==> src/rtl/led_blinker_bank.sv <==
// rtl/led_blinker_bank.sv - NCH-channel LED heartbeat/lamp/one-shot generator on a shared tick
module led_blinker_bank #(
  parameter int NCH      = 4,
  parameter int PRESCALE = 100000,
  parameter int PW       = 16,
  parameter int RST_HALF = 500,
  localparam int CW      = (NCH > 1) ? $clog2(NCH) : 1,
  localparam int PSW     = $clog2(PRESCALE)
) (
  input  logic           sys_clk,
  input  logic           sys_rst_n,
  input  logic           cfg_we,
  input  logic [CW-1:0]  cfg_ch,
  input  logic [1:0]     cfg_mode,
  input  logic [PW-1:0]  cfg_half,
  input  logic           sync,
  output logic           tick,
  output logic [NCH-1:0] led,
  output logic [NCH-1:0] done
);

  localparam logic [1:0] MODE_OFF     = 2'b00;
  localparam logic [1:0] MODE_ON      = 2'b01;
  localparam logic [1:0] MODE_BLINK   = 2'b10;
  localparam logic [1:0] MODE_ONESHOT = 2'b11;

  logic [PSW-1:0] pcnt;
  logic [1:0]     mode [NCH];
  logic [PW-1:0]  half [NCH];
  logic [PW-1:0]  cnt  [NCH];
  logic [NCH-1:0] term;

  always_ff @(posedge sys_clk or negedge sys_rst_n) begin
    if (!sys_rst_n) begin
      pcnt <= '0;
      tick <= 1'b0;
    end else if (sync) begin
      pcnt <= '0;
      tick <= 1'b0;
    end else begin
      tick <= (pcnt == PSW'(PRESCALE - 1));
      pcnt <= (pcnt == PSW'(PRESCALE - 1)) ? '0 : pcnt + 1'b1;
    end
  end

  // A half-period of 0 behaves as 1, so the terminal count is max(half,1)-1.
  always_comb begin
    term = '0;
    for (int i = 0; i < NCH; i++) begin
      term[i] = (half[i] == '0) ? 1'b1 : (cnt[i] >= half[i] - 1'b1);
    end
  end

  // Priority per channel: config write, then sync, then the tick-driven count.
  always_ff @(posedge sys_clk or negedge sys_rst_n) begin
    if (!sys_rst_n) begin
      for (int i = 0; i < NCH; i++) begin
        mode[i] <= MODE_OFF;
        half[i] <= PW'(RST_HALF);
        cnt[i]  <= '0;
      end
      led  <= '0;
      done <= '0;
    end else begin
      for (int i = 0; i < NCH; i++) begin
        done[i] <= 1'b0;
        if (cfg_we && (cfg_ch == CW'(i))) begin
          mode[i] <= cfg_mode;
          half[i] <= cfg_half;
          cnt[i]  <= '0;
          led[i]  <= (cfg_mode != MODE_OFF);
        end else if (sync) begin
          cnt[i] <= '0;
          if (mode[i] == MODE_BLINK) led[i] <= 1'b1;
        end else if (tick) begin
          case (mode[i])
            MODE_BLINK: begin
              if (term[i]) begin
                cnt[i] <= '0;
                led[i] <= ~led[i];
              end else begin
                cnt[i] <= cnt[i] + 1'b1;
              end
            end
            MODE_ONESHOT: begin
              if (term[i]) begin
                cnt[i]  <= '0;
                led[i]  <= 1'b0;
                mode[i] <= MODE_OFF;
                done[i] <= 1'b1;
              end else begin
                cnt[i] <= cnt[i] + 1'b1;
              end
            end
            MODE_ON, MODE_OFF: begin
              cnt[i] <= cnt[i];
            end
            default: begin
              cnt[i] <= cnt[i];
            end
          endcase
        end
      end
    end
  end

endmodule

==> config.mk <==
export PLATFORM = sky130hd
export DESIGN_NAME = led_blinker_bank
export DESIGN_NICKNAME = d
export VERILOG_FILES = /design/src/rtl/led_blinker_bank.sv
export SDC_FILE = /design/constraint.sdc
export NUM_CORES = 1
export LEC_CHECK = 0
export CORE_MARGIN = 2
export CORE_UTILIZATION = 56
export CTS_CLUSTER_SIZE = 24
export DETAILED_ROUTE_END_ITERATION = 10
export PLACE_DENSITY = 0.84
export SETUP_SLACK_MARGIN = 0.5
export SLEW_MARGIN = 0
export SYNTH_ARGS = -nofsm -noshare
export SYNTH_HDL_FRONTEND = slang
export SYNTH_SLANG_ARGS = --single-unit
==> constraint.sdc <==
create_clock -name sys_clk -period 3.5 [get_ports sys_clk]
set_input_delay 0.7 -clock sys_clk [delete_from_list [all_inputs] [get_ports sys_clk]]
set_output_delay 0.7 -clock sys_clk [all_outputs]
set_load 0.02 [all_outputs]
## Yosys cells after proc, flatten, opt, wreduce, memory -nomap -nowiden

Cells that the tools add are included.

- Register bits: 162
- Output and inout port bits: 9
- Logic and storage cells: 221

- Add/sub/neg operators: 9
- $lt $le $gt $ge: 4
- Equal/unequal tests: 36
- Mux-type cells: 95
- Bitwise operators: 4
- Reduce and logical (&&, ||, !) cells: 54

Operator list:

| kind | number |
|---|---|
| $mux W16 | 20 |
| $add A16 B1 Y16 const B | 4 |
| $ge A16 B16 Y1 | 4 |
| $logic_not A16 Y1 | 4 |
| $sub A16 B1 Y16 const B | 4 |
| $mux W1 | 49 |
| $mux W2 | 20 |
| $mux W17 | 2 |
| $ne A4 B4 Y1 const B | 8 |
| $reduce_bool A2 Y1 | 13 |
| $reduce_bool A3 Y1 | 8 |
| $eq A2 B2 Y1 const B | 10 |
| $reduce_and A5 Y1 | 4 |
| $add A17 B1 Y17 const B | 1 |
| $eq A17 B17 Y1 const B | 1 |
| $reduce_and A4 Y1 | 4 |
| $reduce_or A2 Y1 | 8 |
| $ne A3 B1 Y1 const B | 4 |
| $ne A3 B3 Y1 const B | 4 |
| $eq A2 B1 Y1 const B | 5 |
| $logic_not A2 Y1 | 5 |
| $ne A2 B1 Y1 const B | 4 |
| $pmux W1 S2 | 4 |
| $reduce_and A2 Y1 | 4 |
| other kinds (2) | 8 |

## Logic depth before layout (Yosys ltp)

- Depth after elaboration: 8
- Mapped depth: 15

## Worst setup path before layout

No wires, ideal clock.

- Path kind: flip-flop to flip-flop
- From: register half[16] (netlist name)
- To: register cnt[30] (netlist name)
- Library setup time: 0.082 ns
- Arrival: 3.579 ns
- Slack: -0.161 ns
- Cell stages (with the launch flop): 14
- Buffers on the path: 0
- Clock period less this slack: 3.661 ns
- Path through: dfrtp_1 -> inv_1 -> ha_1 -> or4b_1 -> or2_2 -> nor4_1 -> xnor2_1 -> ha_1 -> nand4_1 -> o221ai_1 -> a311oi_2 -> nand3_1 -> or4_1 -> a31oi_1

- Cells in the longest elaborated chain, start to end: 8
- Elaborated cells between the ends (all ways): 9
- Classes of those cells: add/sub (1); order compare (1); mux (6); reduce/logical (1)

Ends and longest elaborated chain:

| item | RTL line | source |
|---|---|---|
| from (decl) | 29 | `logic [PW-1:0] half [NCH];` |
| from (signal, indexed assignment) | 59 | `half[i] <= PW'(RST_HALF);` |
| from (signal, indexed assignment) | 69 | `half[i] <= cfg_half;` |
| $sub A16 B1 Y16 | 50 | `term[i] = (half[i] == '0) ? 1'b1 : (cnt[i] >= half[i] - 1'b1);` |
| $ge A16 B16 Y1 | 50 |  |
| $mux W1 * | 50 |  |
| $mux W16 * | 78, 86 |  |
| $mux W16 * | -- |  |
| $mux W16 * | 75 | `end else if (tick) begin` |
| $mux W16 * | 72 | `end else if (sync) begin` |
| $mux W16 * | 67 | `if (cfg_we && (cfg_ch == CW'(i))) begin` |
| to (signal, indexed assignment) | 82 | `cnt[i] <= cnt[i] + 1'b1;` |
| to (signal, indexed assignment) | 92 | `cnt[i] <= cnt[i] + 1'b1;` |
| to (signal, indexed assignment) | 96 | `cnt[i] <= cnt[i];` |
| to (decl) | 30 | `logic [PW-1:0] cnt [NCH];` |

Mark *: on every way between the ends. The rest lies on a longest branch, timed or not. The select of a mux whose other input is x is not followed.
A chain may end at the register's enable or synchronous reset.

## Worst setup path after layout

- From: register half[27] (netlist name)
- To: register mode[2] (netlist name)

- Cells in the longest elaborated chain, start to end: 5
- Elaborated cells between the ends (all ways): 6
- Classes of those cells: add/sub (1); order compare (1); mux (1); reduce/logical (3)

Ends and longest elaborated chain:

| item | RTL line | source |
|---|---|---|
| $sub A16 B1 Y16 | 50 |  |
| $ge A16 B16 Y1 | 50 |  |
| $mux W1 * | 50 |  |
| $reduce_bool A2 Y1 (no line) * | -- |  |
| $reduce_and A4 Y1 (no line) * | -- |  |
| to (signal, indexed assignment) | 68 | `mode[i] <= cfg_mode;` |
| to (decl) | 28 | `logic [1:0] mode [NCH];` |

Mark *: on every way between the ends. The rest lies on a longest branch, timed or not.

==> metrics <==
vias in the first global route=approximately 9,000; filler instances=roughly 1,000; Compound-Gate Fraction of Synth Area=about 11%; PwrDens=roughly 430 nW/µm²; gr usage total=between 30 and 40%; Hold Vio Cnt, Final=0; Worst Skew=6.715 ps; RSZ-0062 raised after global routing=yes; critical path's most frequent cell=buf_6; Reg clk slew, reported paths=70 ps; EDFF count, synth=0; CP arrival=roughly 4000 ps; TNS Setup=-663.8 ps; die area=18,880 µm²; max-slew violations=0; DRC errors left=0; first-pass GRT wire length=between 40,000 and 50,000 µm; Final period util=103.4%; IO Count=33; Reg2Reg Setup Slack=-120 ps; Leak=between 5 and 6 nW; layout cells sized above 1=approximately 26%; Post-Synthesis Mean Instance Area=around 8.9 µm²; Port-buffer cells=32; CTS max path bufs=2; die height=137.4 µm; largest family of logic cells by synthesized area=simple AND/OR/NAND/NOR gates; FF-to-FF Start=half[27]; Syn Inst Count=about 1,100; starting density of the core=a little under three fifths; routed wire length per instance=~21 µm; H-tree depth=4; r2r worst-path depth=16; Yosys top cell by area=dfrtp_1; nets@finish=~1,300; setup ws final=-118.1 ps; fin crit period=roughly 3600 ps; CTS Sinks=between 150 and 200; Total Wirelength=~30,000 µm; Skew-Pair Late Insertion Delay=approximately 440 ps; Worst Tran Pin Value=slightly below 700 ps; Layout area overhead=28.23%; top_reg_cell synth=dfrtp_1; vias per cell=approximately 6.5; final HPWL from detailed placement=between 15,000 and 20,000 µm; routed vias=9,437; sequential-to-total area share from yosys stat=around two fifths; CP startpoint kind=flip-flop; drt pass-1 iters=8; maximum vdd drop=~430 µV; Post-Synth XOR/XNOR Area=8.612%; slowest CP cell=or3_1; Syn Std Cell Area=~10000 µm²; # hold bufs at CTS=0; FFs w/ async S/R, synth=100.0%; GRT overflow=0; share of the synthesized area in the top cell type=34.65%; nature of the critical path endpoint=flip-flop; fmax=approximately 0.28 GHz; simple-gate share of the synthesized area=25.31%; TritonCTS clock tree=built; Crit Path Class=reg -> reg; post-synthesis mux area share=around 2.4%; non-filler instance count after layout=1,462; Yosys reg bits=around 160; largest net degree at the start of global routing=58; initial antenna violation count=0; Worst Path Required=3880 ps; Fin Hold WS=212.5 ps; CP max FO=4; routability cong.=0.9177; post-route ant nets=0; initial DRC count=approximately 950; Reg2Reg Capture Point=mode[2]; Max Cap Viol=0; failing checks=setup timing; synth top area cells=dfrtp_1 (35%), ha_1 (9.2%), nand2_1 (8.3%); synth unique cells=between 60 and 70; slowest stage delay, CP=500 ps; Die X=between 100 and 150 µm; Slew headroom=between 50% and 60%; worst min path class=in -> async; placed cell count=around 1,400; Post-Synth Adder-Cell Area=a little under a tenth; core area=roughly 17,000 µm²; Rows=between 40 and 50; Mapped Nets=approximately 1,200; ANT cells=0; worst-path cell chain=or3_1 > nor4_2 > nand2_1 > xnor2_1 > ha_1 > a21oi_1 > o221ai_2 > a311oi_2 > buf_4 > nand3_4 > buf_6 > buf_6 > buf_6 > buf_6 > a31oi_1 > a21o_1; status=complete, but fails checks; root buffer cell=clkbuf_16; CTS Buf Count=17; endpoints failing setup=10; Ys Warns=0
-- synthesized netlist by cell type, drive strengths merged, types with 13 or more instances --
cell type and n:
xnor2 57, nand2 220, a21oi 45, ha 73
xor2 41, nor2 114, and3 18, dfrtp 138
a21o 13, clkbuf 33, nor4 17, nand4 22
nand3 45, nor3 37, o21ai 25, dfstp 24
mux2 18, inv 27
-- routing by layer --
metal	vias to the layer above	global-route usage [%]	wire length, µm
met5	-	0	0
met4	0	18.04	1780
met3	165	6.107	2433
met2	577	51.00	15000
met1	4534	36.20	11550
li1	4161	-	-
-- per-stage QoR --
step	cell area, µm²	setup slack (ps)	utilization (%)	power [mW]
6_report	12780	-118.1	73.64	5.439
5_1_grt	12780	-229.0	73.64	5.632
4_1_cts	12180	57.73	70.17	5.267
3_5_place_dp	10810	0.5960	62.25	3.307
3_3_place_gp	10810	127.3	62.25	3.248
2_1_floorplan	10140	235.5	-	2.948
-- cells in the final DEF (no fill, tap or decap), drive strengths merged, types with 12 or more instances in the layout --
master,n
nand2,220
dfrtp,138
nor2,114
buf,90
ha,73
xnor2,57
nand3,45
a21oi,45
xor2,41
nor3,37
clkdlybuf4s50,31
inv,31
o21ai,25
dfstp,24
nand4,22
clkbuf,19
and3,18
mux2,18
nor4,17
a21o,14
a31oi,12
or3,12
-- power breakdown --
group | switching (mW) | internal [mW]
combinational | 0.691 | 0.581
sequential | 0.240 | 2.07
clock | 0.844 | 1.01
-- worst max-delay path, delay by kind of cell, from the launching register on --
kind / cells / cell delay, ps
AND/OR/NAND/NOR: 4 / 1000
XOR/XNOR: 1 / 230
AO/OA/AOI/OAI: 5 / 940
adder cells (fa/ha/maj): 1 / 310
buffers and inverters: 5 / 620
flip-flops: 1 / 440
-- state kept, by name, summed over array words and instances (netlist names) --
name,flops
done,4
pcnt,17
half,64
mode,8
cnt,64
tick,1
led,4
-- final cells by class --
| cell class | count | area, µm² | area share [%] |
|---|---|---|---|
| tap | 225 | 281.5 | 2.203 |
| multi-input combinational | 895 | 6579 | 51.47 |
| timing repair buffer | 121 | 1164 | 9.104 |
| sequential | 162 | 4085 | 31.96 |
| clock inverter | 13 | 127.6 | 0.9985 |
| inverter | 27 | 101.3 | 0.7930 |
| clock buffer | 19 | 442.9 | 3.465 |
-- cell families after synthesis --
group | after synthesis
adders and majority gates | 73
AOI/OAI and AO/OA | 160
buffers and inverters | 63
muxes | 21
and+or+nand+nor | 542
DFF | 162
xor gates and xnor gates | 98
-- repair_timing --
item | CTS | global route
gates resized for setup | 104 | 96
setup endpoints to repair | 80 | 80
setup buffers | 43 | 16
gates cloned | 2 | 0
pin swaps | 72 | 40
-- worst max-delay path by stage --
| stage | to | depth (start not counted) | startpoint |
|---|---|---|---|
| 6_report | mode[2] | 16 | half[27] |
| 5_1_grt | led[2] | 13 | half[27] |
| 4_1_cts | cnt[30] | 15 | half[16] |
| 3_5_place_dp | cnt[29] | 13 | half[16] |
| 3_3_place_gp | cnt[30] | 13 | half[16] |
| 2_1_floorplan | cnt[30] | 13 | half[16] |
Note: power is estimated with default switching activity, not from simulation.
